--- config.mk ---
export PLATFORM = sky130hd
export DESIGN_NAME = xgmii_tx_arb
export DESIGN_NICKNAME = d
export VERILOG_FILES = /design/src/rtl/xgmii_tx_arb.sv
export SDC_FILE = /design/constraint.sdc
export NUM_CORES = 1
export LEC_CHECK = 0
export BUFFER_PORTS_ARGS = -buffer_cell sky130_fd_sc_hd__buf_2
export CAP_MARGIN = 0
export CELL_PAD_IN_SITES_DETAIL_PLACEMENT = 1
export CELL_PAD_IN_SITES_GLOBAL_PLACEMENT = 2
export CORE_MARGIN = 1
export CORE_UTILIZATION = 33
export CTS_CLUSTER_DIAMETER = 60
export DETAILED_ROUTE_END_ITERATION = 10
export PLACE_DENSITY = 0.9
export SKIP_LAST_GASP = 1
export SLEW_MARGIN = 20
export SYNTH_ARGS = -nofsm -noshare
export SYNTH_HDL_FRONTEND = slang
export SYNTH_SLANG_ARGS = --single-unit
--- constraint.sdc ---
create_clock -name xgmii_clk -period 11.98 [get_ports xgmii_clk]
set_clock_uncertainty 0.15 [all_clocks]
set_input_delay 2.995 -clock xgmii_clk [delete_from_list [all_inputs] [get_ports xgmii_clk]]
set_output_delay 2.995 -clock xgmii_clk [all_outputs]
set_load 0.005 [all_outputs]
--- src/rtl/xgmii_tx_arb.sv ---
// -----------------------------------------------------------------------------
// xgmii_tx_arb
//
// Frame-granular round-robin arbiter for two XGMII frame sources sharing one
// 72-bit transmit word stream (ctrl bits [71:64], data lanes [63:0]).
// Frames are never interleaved. A minimum inter-frame gap is enforced, frames
// are truncated at MAX_WORDS and source underruns are closed with an
// error-terminated word.
//
// Handshake: srcN_valid/srcN_rxd behave like a first-word-fall-through FIFO
// head. srcN_pop is combinational and means "the head word is consumed on the
// next rising edge of xgmii_clk". A pop is only ever raised while srcN_valid
// is high, and never while sys_rst is high.
//
// Ports
//   xgmii_clk            clock
//   sys_rst              asynchronous, active-high reset
//   src0_valid/src1_valid head word present
//   src0_rxd/src1_rxd     head word, XGMII packed
//   src0_pop/src1_pop     head word consumed this cycle (combinational)
//   xgmii_txd            registered transmit word
//   grant                one-hot owner of the frame in progress, 0 when none
//   frm_cnt0/frm_cnt1    frames fully passed per source (wraps)
//   err_cnt              underruns + oversize truncations (wraps)
//   dbg_state            current FSM state (0 IDLE, 1 XMIT, 2 DRAIN, 3 IFG)
// -----------------------------------------------------------------------------
module xgmii_tx_arb #(
    parameter int IFG_WORDS = 1,
    parameter int MAX_WORDS = 192
) (
    input  logic        xgmii_clk,
    input  logic        sys_rst,
    input  logic        src0_valid,
    input  logic [71:0] src0_rxd,
    output logic        src0_pop,
    input  logic        src1_valid,
    input  logic [71:0] src1_rxd,
    output logic        src1_pop,
    output logic [71:0] xgmii_txd,
    output logic [1:0]  grant,
    output logic [15:0] frm_cnt0,
    output logic [15:0] frm_cnt1,
    output logic [15:0] err_cnt,
    output logic [1:0]  dbg_state
);

    localparam logic [71:0] IDLE_W  = 72'hff_0707070707070707;
    localparam logic [71:0] UNDER_W = 72'hff_070707070707fdfe;
    localparam logic [71:0] TRUNC_W = 72'hff_07070707070707fd;
    localparam logic [11:0] WCNT_LAST = 12'(MAX_WORDS - 1);
    localparam logic [3:0]  GCNT_LAST = 4'(IFG_WORDS - 1);

    typedef enum logic [1:0] {
        S_IDLE  = 2'd0,
        S_XMIT  = 2'd1,
        S_DRAIN = 2'd2,
        S_IFG   = 2'd3
    } state_t;

    function automatic logic is_start(input logic [71:0] w);
        return w[64] && (w[7:0] == 8'hfb);
    endfunction

    function automatic logic is_term(input logic [71:0] w);
        logic r;
        r = 1'b0;
        for (int k = 0; k < 8; k++) begin
            if (w[64+k] && (w[8*k +: 8] == 8'hfd)) r = 1'b1;
        end
        return r;
    endfunction

    state_t      state_q, state_d;
    logic [11:0] wcnt_q, wcnt_d;
    logic [3:0]  gcnt_q, gcnt_d;
    logic        last_q, last_d;
    logic [71:0] txd_d;
    logic [1:0]  pop;
    logic [1:0]  frm_inc;
    logic        err_inc;
    logic [1:0]  cand;
    logic        win;
    logic        own_valid;
    logic [71:0] own_word;

    // During XMIT/DRAIN last_q is the owner of the frame in progress.
    assign own_valid = last_q ? src1_valid : src0_valid;
    assign own_word  = last_q ? src1_rxd   : src0_rxd;
    assign cand      = {src1_valid && is_start(src1_rxd),
                        src0_valid && is_start(src0_rxd)};

    always_comb begin
        state_d = state_q;
        wcnt_d  = wcnt_q;
        gcnt_d  = gcnt_q;
        last_d  = last_q;
        txd_d   = IDLE_W;
        pop     = 2'b00;
        frm_inc = 2'b00;
        err_inc = 1'b0;
        win     = 1'b0;
        unique case (state_q)
            S_IDLE: begin
                // A valid non-START head can never be the winner, so the
                // discard rule is applied to both sources unconditionally.
                if (src0_valid && !is_start(src0_rxd)) pop[0] = 1'b1;
                if (src1_valid && !is_start(src1_rxd)) pop[1] = 1'b1;
                if (cand != 2'b00) begin
                    win      = (cand == 2'b11) ? ~last_q : cand[1];
                    pop[win] = 1'b1;
                    txd_d    = win ? src1_rxd : src0_rxd;
                    wcnt_d   = 12'd1;
                    last_d   = win;
                    state_d  = S_XMIT;
                end
            end
            S_XMIT: begin
                if (own_valid) begin
                    pop[last_q] = 1'b1;
                    if (is_term(own_word)) begin
                        txd_d           = own_word;
                        frm_inc[last_q] = 1'b1;
                        gcnt_d          = 4'd0;
                        state_d         = S_IFG;
                    end else if (wcnt_q == WCNT_LAST) begin
                        txd_d   = TRUNC_W;
                        err_inc = 1'b1;
                        state_d = S_DRAIN;
                    end else begin
                        txd_d  = own_word;
                        wcnt_d = wcnt_q + 12'd1;
                    end
                end else begin
                    txd_d   = UNDER_W;
                    err_inc = 1'b1;
                    state_d = S_DRAIN;
                end
            end
            S_DRAIN: begin
                // Throw away the rest of the broken frame up to its Terminate.
                if (own_valid) begin
                    pop[last_q] = 1'b1;
                    if (is_term(own_word)) begin
                        gcnt_d  = 4'd0;
                        state_d = S_IFG;
                    end
                end
            end
            S_IFG: begin
                if (gcnt_q == GCNT_LAST) begin
                    gcnt_d  = 4'd0;
                    state_d = S_IDLE;
                end else begin
                    gcnt_d = gcnt_q + 4'd1;
                end
            end
            default: state_d = S_IDLE;
        endcase
    end

    always_ff @(posedge xgmii_clk or posedge sys_rst) begin
        if (sys_rst) begin
            state_q   <= S_IDLE;
            wcnt_q    <= 12'd0;
            gcnt_q    <= 4'd0;
            last_q    <= 1'b1;
            xgmii_txd <= IDLE_W;
            frm_cnt0  <= 16'd0;
            frm_cnt1  <= 16'd0;
            err_cnt   <= 16'd0;
        end else begin
            state_q   <= state_d;
            wcnt_q    <= wcnt_d;
            gcnt_q    <= gcnt_d;
            last_q    <= last_d;
            xgmii_txd <= txd_d;
            if (frm_inc[0]) frm_cnt0 <= frm_cnt0 + 16'd1;
            if (frm_inc[1]) frm_cnt1 <= frm_cnt1 + 16'd1;
            if (err_inc)    err_cnt  <= err_cnt + 16'd1;
        end
    end

    assign src0_pop  = pop[0] && !sys_rst;
    assign src1_pop  = pop[1] && !sys_rst;
    assign grant     = ((state_q == S_XMIT) || (state_q == S_DRAIN))
                       ? (last_q ? 2'b10 : 2'b01) : 2'b00;
    assign dbg_state = state_q;

endmodule

==> results.yml, run 1 <==
routing:
  routedWlPerCell_um: 22.4
  viasPerCell: 5.69
  antenna_left: 0
  num_vias: 7130
  first_pass_iters: 8
  drc: 28
  finalWirelength_um: 28100
  drt_iter0_drc: 355
timing:
  setup_violations: 0
  hold_ws_ns: 0.310
  slew-limit-headroom: 0.330
  hold_viol: 0
  rsz0062_at_grt: "no"
  tns_ns: 0
  fmax_ghz: 0.127
  timing.final.crit_share: 0.657
  layout_min_cycle_time_ns: 7.87
  slew_viol_final: 0
  tightest_slew_ns: 0.995
placed_design:
  gp_congestion: 0.811
  dp_cells: 1220
  hpwl_um: 20300
  portBuffers: 273
  place_area_mm2: 0.00907
layout:
  final-seq-area_mm2: 0.00352
  nets: 1117
  syn_to_final_growth_pct: 29.9
  nFillCells: 2555
  fin_cells: 1254
  drive_gt1_frac: 0.391
  multi_input_area_mm2: 0.00365
  stdcell_area_mm2: 0.00969
cts:
  cts_buffer_depth: 2
  htreeDepth: 4
  cts_tree: "built"
  cts-root-buf: "clkbuf_16"
  post_cts_resized: 0
  insertion_delay_ns: 0.42
  clk_pin_slew_worst_paths_ns: 0.06
  cts_setup_buffers: 0
  cts_buffers: 17
  clock-sinks: 139
  ctsHoldBuffers: 0
setup_path:
  cp_data_arrival_time_ns: 4.72
  slowest_delay_ns: 0.66
  worstSetupStartpointType: "input pin"
  cp.depth: 7
  r2r_cells: 8
  crit_type: "in -> out"
  cp.required_ns: 8.84
  cpMostUsedCell: "buf_2"
  regToRegEndpoint: "wcnt_q[4]"
  cpLargestDelayFamily: "simple AND/OR/NAND/NOR gates"
  endpoint_kind: "output port"
  r2r_setup_slack_ns: 7.53
  critPathMaxFanout: 5
  cp_cell_sequence: "buf_2 -> nand4b_1 -> nor4_1 -> nand4_1 -> a21oi_1 -> nor4b_1 -> buf_2"
  worst-path-buf-inv: 2
  critPathSlowestCell: "nor4_1"
  rr_startpoint: "last_q"
grt:
  grt_pass1_vias: 7410
  grt_max_degree: 78
  grt-ovfl-total: 0
  grt_pass1_wl_um: 43700
  grt_usage: 0.244
  antenna_found_initial: 4
power_and_ir_drop:
  total_power_mw: 1.72
  ir_drop_uv: 99.0
  pwr_density_cell_mw_per_mm2: 177
  power.leakage_nw: 4.80
flow_run:
  cap_violations: 0
floorplanning:
  die_y_um: 152
  rows: 54
  die-area_mm2: 0.0232
  dieWidth_um: 152
  initial_utilization: 0.339
  core_mm2: 0.0220
  io_pins: 274
synthesis:
  synth.distinct_cells: 68
  synth_edf_count: 0
  syn_area_mm2: 0.00746
  yosysTopAreaCellShare: 0.356
  syn_nets: 855
  netlist_instances: 697
  synth.area.top_cells: "dfrtp_1 36%, dfstp_2 12%, mux2i_1 5.4%, a22o_1 3.8%, o221ai_1 3.8%"
  async_flop_share: 1.00
  yosys_warnings: 0
  ys.flop_type: "dfrtp_1"
  synth_top_area_cell: "dfrtp_1"
  syn_avg_cell_area_um2: 10.7
  synth_seq_cells: 139
  yosysSeqAreaShare: 0.472
hold_path:
  whs_path_depth: 1
  worstHoldStart: "frm_cnt1[15]"
  min_to: "frm_cnt1[15]"
  holdCritPathClass: "reg -> reg"
run_status:
  failed_checks: "design-rule violations"
  status: "complete, but fails checks"
[report_power, final]
part | total, mW | switching (mW) | leakage [nW] | internal [mW]
Sequential | 0.624 | 0.0426 | 1.77 | 0.582
Clock | 0.565 | 0.222 | 0.299 | 0.343
Combinational | 0.530 | 0.326 | 2.73 | 0.204
[Yosys cell counts, drive strengths merged (3+ instances only)]
cell type and n:
dfrtp 106, nand4 44, mux2i 40, nand2 35
dfstp 33, nand3 33, a22o 32, o221ai 32
o21ai 29, xnor2 27, inv 24, o22ai 23
buf 22, clkbuf 19, nor2 19, xor2 19
nor3 17, and3 14, nor2b 13, and2 10
ha 10, a221oi 8, nor4 8, o211ai 7
a31o 5, mux2 5, nand4b 5, o21a 5
o31ai 5, a21oi 4, or4 4, a222oi 3
nor4bb 3, o2bb2ai 3, or2 3, or3 3
[how the worst max path moves through the flow]
stage               endpoint         from  slack (ns)
global route        src1_pop   src0_valid        4.00
finish              src1_pop  src0_rxd[2]        4.11
floorplan           src1_pop  src0_rxd[2]        4.89
detailed placement  src1_pop   src0_valid        4.12
CTS                 src1_pop   src0_valid        4.11
global placement    src1_pop  src0_rxd[2]        4.15
[placed cells by master, fill, tap and decap left out, types with 4 or more instances in the layout]
master     count
clkbuf_16     17
a221oi_1       7
a21oi_1        4
o21a_1         5
inv_6          4
o21ai_0       25
inv_1         22
o221ai_1      32
o31ai_4        5
nor2_1        18
buf_2        273
clkinv_4       4
nand4b_1       5
buf_4         11
nand3_1       33
and3_1        14
nor4_1         7
dfstp_2       32
nor3_1        17
dfrtp_1      106
o22ai_1       22
o211ai_1       6
ha_1          10
nand4_1       43
nor2b_1       13
nand2_1       35
a31o_2         5
xnor2_1       27
and2_1         7
mux2_2         4
a22o_1        32
xor2_1        19
mux2i_1       40
[worst reg2reg max path: cells and delay by family, from the launching register on]
family / cells / cell delay, ns
compound gates: 4 / 1.00
buf+inv: 1 / 0.69
flops: 1 / 0.83
simple gates: 3 / 1.67
[sequential cells by signal, indices dropped and copies added, names as in the netlist]
register	flops
xgmii_txd	72
wcnt_q	12
last_q	1
err_cnt	16
frm_cnt0	16
frm_cnt1	16
gcnt_q	4
dbg_state	2
[area by class of cell]
cell class	count	area share
antenna	2	0.000516
clock buffer	21	0.0475
clock inverter	11	0.0164
inverter	25	0.0102
multi-input combinational	492	0.376
sequential	139	0.363
tap	280	0.0361
timing repair buffer	284	0.149
[logic make-up after synthesis]
kind of cell               count (synthesis)  share of synthesized area
DFF                                      139                      0.472
muxes                                     45                     0.0612
xor gates and xnor gates                  46                     0.0540
buffers and inverters                     66                     0.0444
adders and majority gates                 10                     0.0168
and+or+nand+nor                          217                      0.166
AOI/OAI and AO/OA                        174                      0.186
[stage by stage]
step	util	worst slack, ns
2_1_floorplan	-	4.89
3_3_place_gp	0.412	4.15
3_5_place_dp	0.412	4.12
4_1_cts	0.440	4.11
5_1_grt	0.440	4.00
6_report	0.440	4.11
[metal layers]
layer | GRT usage | wire length (um) | vias to the layer above
met1 | 0.293 | 11600 | 3632
met3 | 0.0475 | 1550 | 45
li1 | - | - | 3203
met4 | 0.102 | 849 | 0
met5 | 0 | 0 | -
met2 | 0.427 | 14200 | 250
(Power assumes the default switching activity.)
==> run 2: changes to the inputs <==
--- a/config.mk
+++ b/config.mk
@@ -10,10 +10,10 @@
 export CELL_PAD_IN_SITES_DETAIL_PLACEMENT = 1
 export CELL_PAD_IN_SITES_GLOBAL_PLACEMENT = 2
 export CORE_MARGIN = 1
-export CORE_UTILIZATION = 33
+export CORE_UTILIZATION = 30
 export CTS_CLUSTER_DIAMETER = 60
 export DETAILED_ROUTE_END_ITERATION = 10
-export PLACE_DENSITY = 0.9
+export PLACE_DENSITY = 0.83
 export SKIP_LAST_GASP = 1
 export SLEW_MARGIN = 20
 export SYNTH_ARGS = -nofsm -noshare
==> constraint.sdc (replaced) <==
create_clock -name xgmii_clk -period 7.63 [get_ports xgmii_clk]
set_clock_uncertainty 0.15 [all_clocks]
set_input_delay 1.9075 -clock xgmii_clk [delete_from_list [all_inputs] [get_ports xgmii_clk]]
set_output_delay 1.9075 -clock xgmii_clk [all_outputs]
set_load 0.005 [all_outputs]
==> results.yml, run 2 (same netlist as run 1, synthesis figures left out) <==
run_status:
  status: "completed"
cts:
  ctsHoldBuffers: 0
  insertion_delay_ns: 0.42
  clk_pin_slew_worst_paths_ns: 0.06
  post_cts_resized: 0
  cts-root-buf: "clkbuf_16"
  clock-sinks: 139
  cts_setup_buffers: 0
  htreeDepth: 4
  cts_buffers: 17
  cts_buffer_depth: 2
  cts_tree: "built"
timing:
  tns_ns: 0
  fmax_ghz: 0.176
  tightest_slew_ns: 0.914
  layout_min_cycle_time_ns: 5.67
  timing.final.crit_share: 0.743
  hold_viol: 0
  rsz0062_at_grt: "no"
  slew_viol_final: 0
  slew-limit-headroom: 0.391
  setup_violations: 0
placed_design:
  portBuffers: 273
  hpwl_um: 20100
  gp_congestion: 0.839
power_and_ir_drop:
  pwr_density_cell_mw_per_mm2: 271
  clkPwrFrac: 0.312
  seqPwrFrac: 0.373
  total_power_mw: 2.63
  power.leakage_nw: 4.78
  p_sw_frac: 0.355
  ir_drop_uv: 105
  switchingPower_uw: 936
  combPwrFrac: 0.314
  internal_power_mw: 1.70
grt:
  grt-ovfl-total: 0
  grt_max_degree: 73
  antenna_found_initial: 2
  grt_pass1_wl_um: 42700
  grt_usage: 0.218
  grt_pass1_vias: 7188
layout:
  largest_reg_flops: 72
  nFillCells: 2881
  drive_gt1_frac: 0.394
  layout_common_cells: "273 x buf_2, 106 x dfrtp_1, 43 x nand4_1, 40 x mux2i_1, 35 x nand2_1"
  syn_to_final_growth_pct: 30.1
  top_register: "xgmii_txd"
  final_common_cell: "buf_2"
  nets: 1118
floorplanning:
  die_y_um: 160
  initial_utilization: 0.306
  core_mm2: 0.0244
  die-area_mm2: 0.0255
  io_pins: 274
  dieWidth_um: 160
  rows: 57
setup_path:
  startpoint: "src0_rxd[2]"
  worst-path-buf-inv: 2
  cpLargestDelayFamily: "simple AND/OR/NAND/NOR gates"
  cp_cell_sequence: "buf_2 -> nand4b_1 -> nor4_1 -> nand4_1 -> a21oi_1 -> nor4b_1 -> buf_2"
  cpMostUsedCell: "buf_2"
  cp.required_ns: 5.57
  endpoint_kind: "output port"
  rr_startpoint: "last_q"
  cp_data_arrival_time_ns: 3.62
  worstSetupStartpointType: "input pin"
  crit_type: "in -> out"
  critPathMaxFanout: 5
  critPathSlowestCell: "nor4_1"
  slowest_delay_ns: 0.65
routing:
  wl_met3_um: 1250
  drt_iter0_drc: 443
  wl_met2_um: 14100
  routedWlPerCell_um: 21.1
  num_vias: 6976
  met1Wirelength_um: 11600
  top_layer_used: "met4"
  antenna_left: 0
  first_pass_iters: 5
  finalWirelength_um: 27500
  viasPerCell: 5.37
  drc: 0
flow_run:
  cap_violations: 0
hold_path:
  worstHoldStart: "frm_cnt1[15]"
  holdCritPathClass: "reg -> reg"
[run 2: worst paths after layout]
check                                endpoint  slack (ns)  cells past startpoint
worst max-delay path                 src1_pop        1.96                      7
worst min-delay path             frm_cnt1[15]        0.32                      1
worst max register to register      wcnt_q[4]        3.33                      8
worst min register to register   frm_cnt1[15]        0.32                      1
max in group asynchronous       xgmii_txd[54]        4.49                      3
min in group asynchronous         frm_cnt0[6]        1.45                      2
[run 2: layout make-up]
| cell class | count | area [um2] | share of cell area |
|---|---|---|---|
| Timing Repair Buffer | 285 | 1460 | 0.150 |
| Tap cell | 324 | 405 | 0.0418 |
| Inverter | 25 | 98.8 | 0.0102 |
| Multi-Input combinational cell | 492 | 3650 | 0.376 |
| Sequential cell | 139 | 3520 | 0.363 |
| Clock inverter | 14 | 134 | 0.0138 |
| Clock buffer | 18 | 439 | 0.0452 |
| Antenna cell | 2 | 5.00 | 0.000515 |
[run 2: layer usage]
| layer | vias up | track usage |
|---|---|---|
| met2 | 208 | 0.380 |
| met4 | 0 | 0.0734 |
| met1 | 3540 | 0.267 |
| met3 | 22 | 0.0431 |
| met5 | - | 0 |
| li1 | 3206 | - |
[run 2: power by group through the flow]
stage	Sequential [mW]	Combinational (mW)	Clock (mW)
6_report	0.983	0.828	0.822
5_1_grt	0.998	0.903	0.874
2_1_floorplan	1.00	0.445	0
4_1_cts	0.985	0.843	0.844
3_3_place_gp	0.992	0.828	0
3_5_place_dp	0.998	0.838	0
[run 2: worst register-to-register path, stage by stage (launching register included)]
cell      delay [ns]
dfstp_4         0.93
buf_4           0.61
nor2b_1         0.15
nand4b_1        0.20
a222oi_1        0.14
or4_4           0.66
nor4_4          0.72
o21ai_2         0.32
a22o_1          0.31
[run 2: through the flow]
| stage | area [um2] | utilization | std cells | setup slack (ns) | hold slack (ns) |
|---|---|---|---|---|---|
| 6_report | 9710 | 0.398 | 1299 | 1.96 | 0.320 |
| 2_1_floorplan | 7460 | - | 697 | 1.90 | 0.315 |
| 3_3_place_gp | 9130 | 0.374 | 1265 | 1.95 | 0.307 |
| 3_5_place_dp | 9130 | 0.374 | 1265 | 1.96 | 0.305 |
| 5_1_grt | 9710 | 0.398 | 1299 | 1.75 | 0.335 |
| 4_1_cts | 9700 | 0.398 | 1297 | 1.94 | 0.320 |
